`src/rtl/seg7_scan_controller.sv`:
```
// seg7_scan_controller
//
// Scan sequencer for an 8-digit multiplexed seven-segment display. It keeps the
// last four received bytes as a 32-bit history. It then time-shares one external
// binary-to-7-segment decoder across the eight digits. Each digit gets a fixed
// on-slot of DIV = CLK_FREQ/REFRESH_HZ cycles. Each on-slot is preceded by an
// all-anodes-off gap of BLANK_CYCLES cycles, which suppresses ghosting. All
// outputs are registered, and everything runs on i_clk.
//
// Optional feature macro: LEADING_ZERO_BLANK_EN
//   defined   - only digits 0 .. 2*byte_cnt-1 are lit; the remaining slots keep
//               their timing but stay dark (anodes all off, o_blank high).
//   undefined - all eight digits are lit in their slots; unfilled history shows 0.
//
// Ports
//   i_clk        system clock
//   i_rst        synchronous, active-high reset (priority over everything)
//   i_rx_valid   1-cycle strobe, i_rx_byte is valid
//   i_rx_byte    received byte, shifted into the history
//   i_clear      1-cycle strobe, zero the history (wins over i_rx_valid)
//   o_nibble     hex value for the decoder, frozen for the whole slot
//   o_anode      active-low digit enables, at most one bit low
//   o_digit_idx  index of the current/next digit slot
//   o_blank      high while all anodes are off

module seg7_scan_controller #(
  parameter int unsigned CLK_FREQ     = 100000000,
  parameter int unsigned REFRESH_HZ   = 10000,
  parameter int unsigned BLANK_CYCLES = 100
) (
  input  logic       i_clk,
  input  logic       i_rst,
  input  logic       i_rx_valid,
  input  logic [7:0] i_rx_byte,
  input  logic       i_clear,
  output logic [3:0] o_nibble,
  output logic [7:0] o_anode,
  output logic [2:0] o_digit_idx,
  output logic       o_blank
);

  // ---------------------------------------------------------------------------
  // Derived constants
  // ---------------------------------------------------------------------------
  localparam int unsigned Div    = CLK_FREQ / REFRESH_HZ;
  localparam int unsigned CntMax = (Div > BLANK_CYCLES) ? Div : BLANK_CYCLES;
  localparam int unsigned CntW   = (CntMax > 1) ? $clog2(CntMax) : 1;

  localparam logic [CntW-1:0] DivLast   = CntW'(Div - 1);
  localparam logic [CntW-1:0] BlankLast = CntW'(BLANK_CYCLES - 1);

  typedef enum logic [0:0] {
    StBlank,
    StShow
  } state_e;

  // ---------------------------------------------------------------------------
  // State
  // ---------------------------------------------------------------------------
  state_e           state_q,     state_d;
  logic [CntW-1:0]  cnt_q,       cnt_d;
  logic [31:0]      history_q,   history_d;
  logic [3:0]       nibble_q,    nibble_d;
  logic [7:0]       anode_q,     anode_d;
  logic [2:0]       digit_idx_q, digit_idx_d;
  logic             blank_q,     blank_d;

  // Nibble and anode pattern for the digit whose slot is about to start.
  logic [3:0]       nibble_sel;
  logic [7:0]       anode_lit;
  logic             digit_on;

  // ---------------------------------------------------------------------------
  // Byte history
  // ---------------------------------------------------------------------------
  always_comb begin
    history_d = history_q;
    if (i_clear) begin
      history_d = '0;
    end else if (i_rx_valid) begin
      history_d = {history_q[23:0], i_rx_byte};
    end
  end

`ifdef LEADING_ZERO_BLANK_EN
  // Number of bytes received since reset/clear, saturating at 4.
  logic [2:0] byte_cnt_q, byte_cnt_d;

  always_comb begin
    byte_cnt_d = byte_cnt_q;
    if (i_clear) begin
      byte_cnt_d = '0;
    end else if (i_rx_valid && (byte_cnt_q != 3'd4)) begin
      byte_cnt_d = byte_cnt_q + 3'd1;
    end
  end

  always_ff @(posedge i_clk) begin
    if (i_rst) begin
      byte_cnt_q <= '0;
    end else begin
      byte_cnt_q <= byte_cnt_d;
    end
  end

  // Digits at or above 2*byte_cnt hold no received data and stay dark.
  assign digit_on = ({1'b0, digit_idx_q} < {byte_cnt_q, 1'b0});
`else
  assign digit_on = 1'b1;
`endif

  // ---------------------------------------------------------------------------
  // Digit selection
  // ---------------------------------------------------------------------------
  // Digit k shows history[4k+3:4k]; digit 0 is the low nibble of the newest byte.
  assign nibble_sel = history_q[{digit_idx_q, 2'b00} +: 4];
  assign anode_lit  = ~(8'h01 << digit_idx_q);

  // ---------------------------------------------------------------------------
  // Scan FSM next state
  // ---------------------------------------------------------------------------
  // One counter serves both phases. It is cleared on every phase change, so it
  // never runs past the longer of the two phase lengths.
  always_comb begin
    state_d     = state_q;
    cnt_d       = cnt_q + 1'b1;
    nibble_d    = nibble_q;
    anode_d     = anode_q;
    digit_idx_d = digit_idx_q;
    blank_d     = blank_q;

    unique case (state_q)
      StBlank: begin
        if (cnt_q == BlankLast) begin
          state_d  = StShow;
          cnt_d    = '0;
          // Sampled once here so the decoder input is stable for the whole slot.
          nibble_d = nibble_sel;
          if (digit_on) begin
            anode_d = anode_lit;
            blank_d = 1'b0;
          end
        end
      end
      StShow: begin
        if (cnt_q == DivLast) begin
          state_d     = StBlank;
          cnt_d       = '0;
          anode_d     = '1;
          blank_d     = 1'b1;
          digit_idx_d = digit_idx_q + 3'd1;
        end
      end
      default: begin
        state_d = StBlank;
        cnt_d   = '0;
        anode_d = '1;
        blank_d = 1'b1;
      end
    endcase
  end

  // ---------------------------------------------------------------------------
  // Registers
  // ---------------------------------------------------------------------------
  always_ff @(posedge i_clk) begin
    if (i_rst) begin
      state_q     <= StBlank;
      cnt_q       <= '0;
      history_q   <= '0;
      nibble_q    <= '0;
      anode_q     <= '1;
      digit_idx_q <= '0;
      blank_q     <= 1'b1;
    end else begin
      state_q     <= state_d;
      cnt_q       <= cnt_d;
      history_q   <= history_d;
      nibble_q    <= nibble_d;
      anode_q     <= anode_d;
      digit_idx_q <= digit_idx_d;
      blank_q     <= blank_d;
    end
  end

  // ---------------------------------------------------------------------------
  // Outputs
  // ---------------------------------------------------------------------------
  assign o_nibble    = nibble_q;
  assign o_anode     = anode_q;
  assign o_digit_idx = digit_idx_q;
  assign o_blank     = blank_q;

endmodule
```
`config.mk`:
```
export PLATFORM = sky130hd
export DESIGN_NAME = seg7_scan_controller
export DESIGN_NICKNAME = d
export VERILOG_FILES = /design/src/rtl/seg7_scan_controller.sv
export SDC_FILE = /design/constraint.sdc
export NUM_CORES = 1
export LEC_CHECK = 0
export ABC_CLOCK_PERIOD_IN_PS = 2400
export CORE_UTILIZATION = 56
export CTS_BUF_LIST = sky130_fd_sc_hd__clkbuf_4 sky130_fd_sc_hd__clkbuf_8 sky130_fd_sc_hd__clkbuf_16
export DETAILED_ROUTE_END_ITERATION = 10
export PLACE_DENSITY = 0.79
export SYNTH_ARGS = -nofsm -noshare
export SYNTH_HDL_FRONTEND = slang
export SYNTH_SLANG_ARGS = --single-unit
```
`constraint.sdc`:
```
create_clock -name i_clk -period 2.4 [get_ports i_clk]
set_input_delay 0.6 -clock i_clk [delete_from_list [all_inputs] [get_ports i_clk]]
set_output_delay 0.6 -clock i_clk [all_outputs]
set_load 0.01 [all_outputs]
```
After elaboration in Yosys (flattened, before gate mapping)

Cells that the tools add are included.

Input bits: 12
Register bits after elaboration: 63
Output and inout port bits: 16

Reductions and logical operators: 4
Shifts and indexed selects: 2
Mux-type cells: 12
Add/sub/neg operators: 2
Eq/ne operators: 4
Bitwise gates (word level): 2

Operators with widths:

| operator                                                          | count |
|---|---|
| 32-bit by 6-bit variable part select with 4-bit output            | 1 |
| 14-bit 2-to-1 mux                                                 | 2 |
| 14-bit case mux with 2 select lines                               | 1 |
| 8-bit 2-to-1 mux                                                  | 2 |
| 8-bit case mux with 2 select lines                                | 1 |
| 14-bit by 1-bit adder with 14-bit output, second input constant   | 1 |
| 14-bit == test, second input constant                             | 1 |
| 14-bit by 7-bit == test with 1-bit output, second input constant  | 1 |
| 8-bit NOT                                                         | 1 |
| 1-bit by 3-bit left shift with 8-bit output, first input constant | 1 |
| 2-bit AND reduction                                               | 3 |
| 1-bit 2-to-1 mux                                                  | 4 |
| 1-bit case mux with 2 select lines                                | 2 |
| 3-bit by 1-bit adder with 3-bit output, second input constant     | 1 |
| 2-bit by 1-bit != test with 1-bit output, second input constant   | 1 |
| 2-bit != test, second input constant                              | 1 |
| 2-bit OR reduction                                                | 1 |
| 1-bit NOT                                                         | 1 |

Depth between registers and ports, before layout

Depth after elaboration: 4
Gate-level depth with buffers: 7

Least setup slack after synthesis

Ideal clock, no wire load.

Path kind: register to register
From: register cnt_q[0]
To: register cnt_q[8]
Path buffers: 2
Setup slack: 493 ps
Library setup time: 114 ps
Cell stages (with the launch flop): 8
Arrival: 1792 ps
Clock period less this slack: 1907 ps
Cells stage by stage: dfxtp_1 -> ha_1 -> or4b_1 -> nor4_4 -> or3_1 -> buf_4 -> buf_6 -> nor2_1

Longest elaborated chain between the ends: 3
Elaborated cells between the ends (all ways): 6
Those cells by class: add/sub (1); eq/ne (2); mux (3)

Ends and longest elaborated chain:

| item                                                                   | line     | RTL |
|---|---|---|
| start: declaration                                                     | 61       | `logic [CntW-1:0] cnt_q, cnt_d;` |
| start signal: assignment                                               | 177      | `cnt_q <= cnt_d;` |
| 14-bit by 1-bit adder with 14-bit output, or another cell as far along | 126      | `cnt_d = cnt_q + 1'b1;` |
| 14-bit 2-to-1 mux (on tied branches)                                   | 146, 134 |  |
| 14-bit case mux with 2 select lines *                                  | 132      | `unique case (state_q)` |

Mark *: on every way between the ends. The rest lies on a longest branch, timed or not.
A chain may end at the register's enable or synchronous reset.

Worst setup path after layout

From: register cnt_q[0]
To: register cnt_q[3]

The elaborated chain is that of the path after synthesis.

==> metrics.txt <==
Final HPWL DP=3645 um; Hold Crit Class=flop to flop; Fmax=489.4 MHz; leak pwr=1.273 nW; crit path kind=flop to flop; CP Launch Type=flop; CTS tree=yes; Slew @ Worst Pin=about 0.6 ns; Clk Latency, worst-skew pair=0.33 ns; Setup Fix Bufs, Post-CTS=0; Setup crit end kind=flop; total gr overflow=0; Top delay family on crit path=simple AND/OR/NAND/NOR gates; post-route setup TNS=0 ns; Die ar.=5349 um2; syn avg cell area=10.09 um2; post-synthesis mux area share=18.01%; nets@finish=327; Worst EP required=approximately 2.6 ns; Syn Inst Count=between 200 and 300; Seq/Total Area, Yosys=approximately 45%; # rows=25; vias in the first global route=around 1.9k; Worst EP arrival=2.25 ns; Final Instance Area=3324 um2; placed cell areas=between 3000 and 4000 um2; most common cell after layout, fill and taps aside=dfxtp_1; R2R cell count=5; I/O pin total=28; Clock Sink Count=63; CTS clk-pin slew, worst paths=around 0.06 ns; multi-input logic area=1436 um2; slew margin rel.=60.33%; Reg-to-Reg End=cnt_q[3]; mapped cell area=2834 um2; P&R area growth vs syn=17.31%; area share of xor/xnor cells in the synthesized design=3.709%; adder-cell share of the synthesized area=3.532%; initial core utilization=between 50% and 60%; H-tree depth=3; antenna violations before repair=0; Die W=approximately 73 um; number of remaining DRC errors=0; largest net degree at the start of global routing=33; peak supply drop=approximately 0.00042 V; die height=73.14 um; syn nets=301; skew final=approximately 0.0057 ns; met3 WL=248 um; Total Routing Usage GR=21.51%; final number of hold-violating endpoints=0; final setup fails=0; worst slack, placed=0.3542 ns; Max Cap Viol=0; metal2 WL=2592 um; CTS resizes=0; port bufs=27; Top Metal Used=met4; Max clock buf depth=2; FF-to-FF Start=cnt_q[0]; CP Max Fanout=14; DRT antenna net count=0; Netlist cell types=40; Hold Crit Start=cnt_q[0]; Worst Setup SP=cnt_q[0]; CTS Hold Buffers Added=0; Max Slew Vio Count=0; largest family of logic cells by synthesized area=simple AND/OR/NAND/NOR gates; Total Power=1.978 mW; Synth Register Bits=63; Synth Area in Compound Gates=about 4.2%; Tcrit/Tclk final=a little under nine tenths; vias=about 2.1k; simple-gate share of the synthesized area=about a fifth; first-pass GRT wire length=between 8000 and 9000 um; GPL Wtd Cong=between 0.8 and 0.9; Setup WS post-layout=~0.36 ns; hold-critical path depth=1; layout cells sized above 1=14.52%; slowest stage delay, CP=approximately 0.5 ns; Seq. cell area=1261 um2; ys async rst share=0%; first-pass iteration count of the detailed router=4; final wirelength=5250 um; Top FF cell, synth=dfxtp_1; Pwr per Cell Area=approximately 600 nW/um2; RSZ-0062 raised after global routing=no; Starting DRT DRC Count=around 100; via/cell ratio=about 5.5; TritonCTS buffer count=9; outcome=completed; Core ar.=4786 um2; worst path cell trace=ha_1, or4b_1, nor4_4, or3_1, nor2_1; Yosys warning total=0; diode count=0; FILL cells=a little under 400; r2r setup slk=0.36 ns; Final min period=2.043 ns; EDFF count, synth=0; CP max stage cell=or4b_1; final core utilization=69.46%; commonest cells after routing, fill and taps aside=63 x dfxtp_1, 53 x nor2_1, 33 x mux2i_1; metal1 wirelength=between 2000 and 2500 um; routed len/inst=roughly 14 um; Root Buffer=clkbuf_8; hold worst-path end=cnt_q[0]; Bufs and invs on worst path=0
[power breakdown]
| group | internal, mW | total [mW] | switching (mW) |
|---|---|---|---|
| Clock | 0.441 | 0.796 | 0.355 |
| Combinational | 0.0588 | 0.113 | 0.0537 |
| Sequential | 1.06 | 1.07 | 0.0109 |
| Total | 1.56 | 1.98 | 0.419 |
[synth_stat cells (2+ instances only)]
| cell | count | area (um2) |
|---|---|---|
| nor2b_1 | 3 | 18.77 |
| a31oi_1 | 6 | 37.54 |
| or3_1 | 2 | 12.51 |
| a311oi_1 | 4 | 35.03 |
| nand2_1 | 12 | 45.04 |
| and3_1 | 3 | 18.77 |
| mux4_2 | 8 | 180.2 |
| mux2i_1 | 33 | 330.3 |
| nor4_4 | 2 | 42.54 |
| or3_2 | 4 | 30.03 |
| nand3_1 | 6 | 30.03 |
| buf_4 | 3 | 22.52 |
| nor4_1 | 8 | 50.05 |
| dfxtp_1 | 63 | 1261 |
| clkbuf_1 | 15 | 56.30 |
| nand3b_1 | 2 | 15.01 |
| nand4_1 | 4 | 25.02 |
| or4_1 | 2 | 15.01 |
| xnor2_1 | 2 | 17.52 |
| buf_6 | 3 | 33.78 |
| ha_1 | 8 | 100.1 |
| xor2_1 | 10 | 87.58 |
| a21oi_1 | 3 | 15.01 |
| or2_2 | 2 | 12.51 |
| inv_1 | 5 | 18.77 |
| a31o_1 | 2 | 17.52 |
| nor2_1 | 53 | 198.9 |
[worst register-to-register path: stages, from the launching register on]
cell and delay, ns:
dfxtp_1 0.37, ha_1 0.24, or4b_1 0.51, nor4_4 0.25
or3_1 0.44, nor2_1 0.11
[sequential cells by signal, indices dropped and copies added (netlist names)]
signal       cells
o_digit_idx      3
cnt_q           14
o_nibble         4
o_anode          8
state_q          1
o_blank          1
history_q       32
[kinds of logic (layout without fill, tap and decap cells)]
group | after synthesis | in the layout
adders and majority gates | 8 | 8
and+or+nand+nor | 113 | 113
muxes | 41 | 41
buffers and inverters | 27 | 56
DFF | 63 | 63
AOI/OAI and AO/OA | 17 | 17
xor gates and xnor gates | 12 | 12
[metrics by stage]
step	std cells	hold slack [ns]
final	377	0.4607
after CTS	377	0.4653
after detailed placement	363	0.4509
after global placement	363	0.4455
after floorplan	281	0.4292
after global routing	377	0.4896
[worst max path at each step]
stage          slack (ns)  depth (start not counted)   endpoint
2_1_floorplan        0.49                          7   cnt_q[8]
3_3_place_gp         0.37                          5   cnt_q[5]
3_5_place_dp         0.35                          5   cnt_q[3]
4_1_cts              0.35                          5   cnt_q[3]
5_1_grt              0.23                          5  cnt_q[12]
6_report             0.36                          5   cnt_q[3]
[area by class of cell]
cell class              count  area share (%)
clock inverters             1          0.1505
repair buffers             37           10.61
well taps                  67           2.522
inverters                   5          0.5645
flip-flops and latches     63           37.94
clock buffers              13           5.006
multi-input cells         191           43.21
[per-layer routing]
layer	vias up	track usage (%)
li1	1038	-
met1	989	24.41
met2	48	36.42
met3	9	7.044
met4	0	10.24
met5	-	0
(Power assumes the default switching activity.)
